===== src/rtl/sample_fifo.sv =====
// Synchronous sample buffer between the function generator and its consumers.
// Optional sticky overflow/underflow flags are built when SAMPLE_FIFO_ERR_FLAGS_EN is defined.
module sample_fifo #(
    parameter int DATA_WIDTH   = 32,
    parameter int ADDR_WIDTH   = 4,
    parameter int AFULL_THRESH = 12
) (
    input  logic                  clk,
    input  logic                  rst,
    input  logic                  clrh_i,
    input  logic                  wr_en_i,
    input  logic [DATA_WIDTH-1:0] data_i,
    input  logic                  rd_en_i,
    output logic [DATA_WIDTH-1:0] data_o,
    output logic                  rd_valid_o,
    output logic                  full_o,
    output logic                  empty_o,
    output logic                  almost_full_o,
    output logic [ADDR_WIDTH:0]   count_o,
    output logic                  overflow_o,
    output logic                  underflow_o
);

    localparam int DEPTH = 1 << ADDR_WIDTH;
    localparam logic [ADDR_WIDTH:0] DEPTH_CNT = (ADDR_WIDTH+1)'(DEPTH);
    localparam logic [ADDR_WIDTH:0] AFULL_CNT = (ADDR_WIDTH+1)'(AFULL_THRESH);
    localparam logic [ADDR_WIDTH:0] ONE_CNT   = (ADDR_WIDTH+1)'(1);
    localparam logic [ADDR_WIDTH-1:0] ONE_PTR = ADDR_WIDTH'(1);

    logic [DATA_WIDTH-1:0] mem [DEPTH];
    logic [ADDR_WIDTH-1:0] wptr;
    logic [ADDR_WIDTH-1:0] rptr;
    logic [ADDR_WIDTH:0]   count;
    logic                  wr_accept;
    logic                  rd_accept;

    assign full_o        = (count == DEPTH_CNT);
    assign empty_o       = (count == '0);
    assign almost_full_o = (count >= AFULL_CNT);
    assign count_o       = count;

    // Full and empty are judged on the registered count, so a write into a
    // full buffer is dropped even when a read frees a slot in the same cycle.
    assign wr_accept = wr_en_i && !full_o  && !clrh_i;
    assign rd_accept = rd_en_i && !empty_o && !clrh_i;

    always_ff @(posedge clk) begin
        if (wr_accept) begin
            mem[wptr] <= data_i;
        end
    end

    always_ff @(posedge clk or posedge rst) begin
        if (rst) begin
            wptr       <= '0;
            rptr       <= '0;
            count      <= '0;
            rd_valid_o <= 1'b0;
            data_o     <= '0;
        end else if (clrh_i) begin
            wptr       <= '0;
            rptr       <= '0;
            count      <= '0;
            rd_valid_o <= 1'b0;
        end else begin
            rd_valid_o <= rd_accept;
            if (wr_accept) begin
                wptr <= wptr + ONE_PTR;
            end
            if (rd_accept) begin
                rptr   <= rptr + ONE_PTR;
                data_o <= mem[rptr];
            end
            case ({wr_accept, rd_accept})
                2'b10:   count <= count + ONE_CNT;
                2'b01:   count <= count - ONE_CNT;
                default: count <= count;
            endcase
        end
    end

`ifdef SAMPLE_FIFO_ERR_FLAGS_EN
    always_ff @(posedge clk or posedge rst) begin
        if (rst) begin
            overflow_o  <= 1'b0;
            underflow_o <= 1'b0;
        end else if (clrh_i) begin
            overflow_o  <= 1'b0;
            underflow_o <= 1'b0;
        end else begin
            if (wr_en_i && full_o) begin
                overflow_o <= 1'b1;
            end
            if (rd_en_i && empty_o) begin
                underflow_o <= 1'b1;
            end
        end
    end
`else
    assign overflow_o  = 1'b0;
    assign underflow_o = 1'b0;
`endif

endmodule


===== config.mk =====
export PLATFORM = sky130hd
export DESIGN_NAME = sample_fifo
export DESIGN_NICKNAME = d
export VERILOG_FILES = /design/src/rtl/sample_fifo.sv
export SDC_FILE = /design/constraint.sdc
export NUM_CORES = 1
export LEC_CHECK = 0
export ABC_CLOCK_PERIOD_IN_PS = 3900
export CAP_MARGIN = 20
export CORE_MARGIN = 5
export CORE_UTILIZATION = 60
export CTS_BUF_LIST = sky130_fd_sc_hd__clkbuf_8 sky130_fd_sc_hd__clkbuf_16
export DETAILED_ROUTE_END_ITERATION = 10
export PLACE_DENSITY_LB_ADDON = 0.3
export RECOVER_POWER = 50
export SKIP_CTS_REPAIR_TIMING = 1
export SLEW_MARGIN = 5
export SYNTH_ARGS = -nofsm -noshare
export SYNTH_HDL_FRONTEND = slang
export SYNTH_SLANG_ARGS = --single-unit

===== constraint.sdc =====
create_clock -name clk -period 3.9 [get_ports clk]
set_input_delay 0.585 -clock clk [delete_from_list [all_inputs] [get_ports clk]]
set_output_delay 0.585 -clock clk [all_outputs]
set_load 0.05 [all_outputs]

Word level (Yosys, flattened, before mapping)
Memories as Yosys holds them, arrays and structs flattened. A register that Yosys moved wholly into a read port is not among the register bits.
Index checks and enable logic that the tools add are counted.
W data, S select, Z words.
- memory bits (writable): 512
- output and inout bits: 43
- register bits after elaboration: 14
- memories: 1
- ROM bits: 0
- bits in latches: 0
- bits of input ports: 37
- logic and storage cells: 35
- bitwise operators: 1
- shifts and indexed selects: 0
- order comparisons: 1
- equality and inequality tests: 3
- reduce and logical (&&, ||, !) cells: 12
- multiply operators: 0
- mux-type cells: 9
- $add $sub $neg: 4
- div/mod/pow operators: 0
- memory list (memory ; words ; width ; read ports ; clocked after memory_dff ; wr ports ; line ; source):
    mem ; 16 ; 32 ; 1 ; 1 ; 1 ; 30 ; logic [DATA_WIDTH-1:0] mem [DEPTH];
- operators with widths (cell ; count):
    $mux W4 ; 4
    $pmux W5 S2 ; 1
    $add A4 B1 Y4 const B ; 2
    $add A5 B1 Y5 const B ; 1
    $eq A5 B5 Y1 const B ; 1
    $ge A5 B4 Y1 const B ; 1
    $logic_not A5 Y1 ; 1
    $mux W5 ; 1
    $sub A5 B1 Y5 const B ; 1
    $logic_and A1 B1 Y1 ; 4
    $reduce_bool A2 Y1 ; 2
    $logic_not A1 Y1 ; 3
    $mux W1 ; 3
    $reduce_bool A3 Y1 ; 1
    $eq A2 B1 Y1 const B ; 1
    $eq A2 B2 Y1 const B ; 1
    $reduce_and A2 Y1 ; 1
    $not A1 Y1 ; 1

Logic depth before layout (Yosys ltp)
- depth after elaboration: 7
- gate-level depth with buffers: 12
- depth with buffers taken out: 10

Worst setup path after synthesis
OpenSTA, ideal clock, no wires.
- path kind: register to register
- from: register count[0] (netlist: count_o[0])
- to: memory mem[15][0] (enable)
- period minus slack after synthesis: 3.233 ns
- data required time: 3.479 ns
- data arrival time: 2.812 ns
- cell stages (with the launch flop): 7
- slack: 0.667 ns
- cells stage by stage: dfrtp_1 -> or4_1 -> buf_2 -> o21a_1 -> buf_6 -> nand2_1 -> nor2_1
- cells in the longest elaborated chain, start to end: 6
- ends and longest elaborated chain (what ; line ; source):
    start: declaration ; 33 ; logic [ADDR_WIDTH:0] count;
    start signal: assignment ; 75 ; 2'b10: count <= count + ONE_CNT;
    start signal: assignment ; 76 ; 2'b01: count <= count - ONE_CNT;
    start signal: assignment ; 77 ; default: count <= count;
    $eq A5 B5 Y1 ; 37 ; assign full_o = (count == DEPTH_CNT);
    $logic_not A1 Y1 ; 44 ; assign wr_accept = wr_en_i && !full_o && !clrh_i;
    $logic_and A1 B1 Y1 (2 in series) ; 44 ;
    $mux W1 ; 48 ; if (wr_accept) begin
    $mux W1 (not written as such) ; 49 ; mem[wptr] <= data_i;
    end: declaration ; 30 ;
Every way passes these cells.

Worst setup path after layout
- from: register count[0] (netlist: count_o[0])
- to: memory mem[8][29] (enable)
Same word-level chain as after synthesis.

==> summary.txt <==
Outcome
  – Status: finished with violations
  – Failing checks: max-capacitance violations, max-slew violations

Critical path
  – Setup crit start kind: flip-flop
  – Critical path arrival: 3.61 ns
  – Classification of the worst setup path: flip-flop to flip-flop
  – R2R depth: 6
  – R2r setup slk: 0.59 ns
  – Worst path depth: 6
  – Slowest CP cell: nor2_1
  – Buffers & Inverters on Critical Path: 2
  – Crit path capture type: flip-flop
  – Slowest stage delay, CP: 1.16 ns
  – Crit-path leading delay family: simple AND/OR/NAND/NOR gates
  – WP data required: 4.19 ns
  – Crit-path cells: or4_1 > o21a_1 > clkbuf_1 > nand2_1 > nor2_1 > buf_12
  – Max FO, Critical Path: 19

Logic synthesis
  – EDFF count, synth: 512
  – Ys async rst share: 0.0824
  – Synth Instances: 968
  – Area fraction of the dominant cell type after synthesis: 0.711
  – Register area share after synthesis: 0.764
  – Netlist cell types: 44
  – Synthesized cell area: 0.0216 sq mm
  – Most common cell in the netlist: edfxtp_1
  – Yosys Warn Count: 0
  – Largest cells by area after synthesis: edfxtp_1 (71%), mux4_2 (13%), dfrtp_1 (5.3%)
  – Synth area leader: edfxtp_1
  – Primary FF master, synth: edfxtp_1
  – Post-synthesis register bit count: 558
  – Syn avg cell area: 22.3 sq um
  – Post-synth top cells: edfxtp_1 (512), mux4_2 (128), mux2i_1 (64), dfrtp_1 (46), nand2_1 (42)

Timing
  – Worst slew pin tran: 1.64 ns
  – Final setup viols: 0
  – Period Utilization, post-route: 0.850
  – Max Clock Skew: 0.0227 ns
  – Max Freq: 302 MHz
  – Setup TNS Final: 0 ns
  – Fin. Hold Viols: 0
  – Crit path time final: 3.31 ns
  – Pins over their slew limit: 34
  – Worst slew margin: -0.0931
  – RSZ-0062 raised after global routing: false

Die
  – Core Rows: 69
  – Core Region: 0.0356 sq mm
  – Starting density of the core: 0.608
  – I/O pin count: 80
  – Die X: 200 microns
  – DIE HEIGHT: 200 microns
  – Area of the die: 0.0399 sq mm

Layout
  – FF+latch area: 0.0165 sq mm
  – Share of layout cells above drive strength 1: 0.272
  – Number of fill cells: 2,062
  – Nets: 1,131
  – Area grow syn2layout: 16.1%
  – # diodes: 0
  – Area occupied by multi-input gates: 0.00484 sq mm

Routing
  – Post-DR vias/cell: 6.38
  – Wire length per cell: 29.0 microns
  – Routed WL: 46,200 microns
  – First-iteration detailed-routing DRC count: 918
  – DRT Pass-1 Iters: 5
  – Antenna Nets Post-Route: 0
  – # DRC: 0
  – Via count: 10,200

Clocking
  – CTS sink count: 558
  – CTS tree: yes
  – TritonCTS Buffers: 54
  – Clock root cell: clkbuf_16
  – Clock Pin Slew Worst Setup and Hold Paths: 0.06 ns
  – Deepest clock path buffer count: 3
  – H-Tree Level Count: 2
  – Clock latency on the worst-skew pair: 0.61 ns

Pwr
  – Power Density: 590 mW/mm^2
  – Final Power: 14.8 mW
  – Psw: 4.00 mW
  – Sw frac: 0.270
  – Leak: 7.90 nW
  – Internal: 10.8 mW
  – Clock power frac: 0.364
  – Maximum vdd ir drop: 0.561 mV
  – Comb pwr share: 0.160
  – Flop pwr share: 0.476

Global route
  – Grt ovf: 0
  – First-pass GRT wire length: 70,100 microns
  – Vias in the first global route: 11,000
  – Pin count of the biggest net entering global routing: 44
  – Initial antenna violation count: 0
  – Overall Global Routing Usage: 0.242

Worst hold path
  – Worst Hold Class: flip-flop to flip-flop
  – Hold Path Stages: 2

Placement
  – Gpl congestion: 0.755
  – HPWL Detailed: 25,300 microns
  – Port bufs: 77

Run
  – Max-cap viol count: 1
==> power groups by stage <==
stage	logic [mW]	clock network, mW	registers, mW
4_1_cts	2.41	5.48	7.05
6_report	2.37	5.40	7.05
3_5_place_dp	2.39	0	7.17
5_1_grt	2.51	5.77	7.07
2_1_floorplan	1.05	0	7.68
3_3_place_gp	2.35	0	7.16
==> routing by layer <==
layer  up-vias  part of all wire  global-route usage  routed length [microns]
met5         -                 0                   0                        0
met2       483              0.50               0.395                    23200
met1      5337              0.40               0.345                    18300
met4         0             0.026              0.0727                     1200
li1       4253                 -                   -                        -
met3        87             0.075              0.0433                     3440
==> worst paths after layout <==
| check | start | to |
|---|---|---|
| setup / recovery | count_o[0]$_DFFE_PP0P_ | mem[8][29]$_DFFE_PP_ |
| hold / removal | data_o[16]$_DFFE_PP0P_ | data_o[16]$_DFFE_PP0P_ |
| setup reg to reg | count_o[0]$_DFFE_PP0P_ | mem[8][29]$_DFFE_PP_ |
| hold reg to reg | data_o[16]$_DFFE_PP0P_ | data_o[16]$_DFFE_PP0P_ |
| max in group asynchronous | rst | data_o[5]$_DFFE_PP0P_ |
| min in group asynchronous | rst | data_o[20]$_DFFE_PP0P_ |
==> registers in the layout, indices dropped and copies added, names as in the netlist <==
register / flops
count_o: 5
data_o: 32
mem: 512
rd_valid_o: 1
rptr: 4
wptr: 4
==> tightest hold or removal path, cell delays in order, from the launching register on <==
cell	delay, ns
dfrtp_1	0.34
nand2_1	0.06
o221ai_2	0.05
==> per-stage QoR <==
stage | utilization | worst slack [ns] | cells | area [sq um] | hold WS [ns]
after floorplan | - | 0.667 | 969 | 21600 | 0.552
after global placement | 0.654 | 0.922 | 1490 | 23300 | 0.475
after detailed placement | 0.654 | 0.868 | 1490 | 23300 | 0.484
after CTS | 0.707 | 0.614 | 1592 | 25100 | 0.488
after global routing | 0.706 | 0.370 | 1592 | 25100 | 0.522
final | 0.706 | 0.585 | 1592 | 25100 | 0.491
==> cells in the final DEF (no fill, tap or decap), types with 4 or more instances in the layout <==
cell	instances
ha_1	8
clkinv_2	13
dlygate4sd3_1	33
clkinv_1	8
mux2i_1	64
nand2_1	42
inv_1	16
dfrtp_1	43
edfxtp_1	512
buf_12	17
mux4_2	128
o221ai_2	31
clkbuf_16	54
clkdlybuf4s50_1	44
xor2_1	5
bufinv_16	9
mux2_2	4
nor2_4	15
buf_4	18
nor2_1	17
==> kinds of logic (layout without fill, tap and decap cells) <==
group                      Yosys count  in the layout  share of synthesized area
adders and majority gates            9              9                    0.00555
and+or+nand+nor                     91             91                     0.0196
other                                1              2                   0.000173
AOI/OAI and AO/OA                   44             44                     0.0262
DFF                                558            558                      0.764
xor gates and xnor gates             7              7                    0.00284
buffers and inverters               62            224                     0.0164
muxes                              196            196                      0.165
==> final cells by class <==
class | instances | area share
clock buffer | 54 | 0.0538
sequential | 558 | 0.659
timing repair buffer | 114 | 0.0499
clock inverter | 48 | 0.0204
tap | 461 | 0.0230
multi-input combinational | 349 | 0.193
inverter | 8 | 0.00130
No activity file was read; power rests on OpenSTA's default activity.
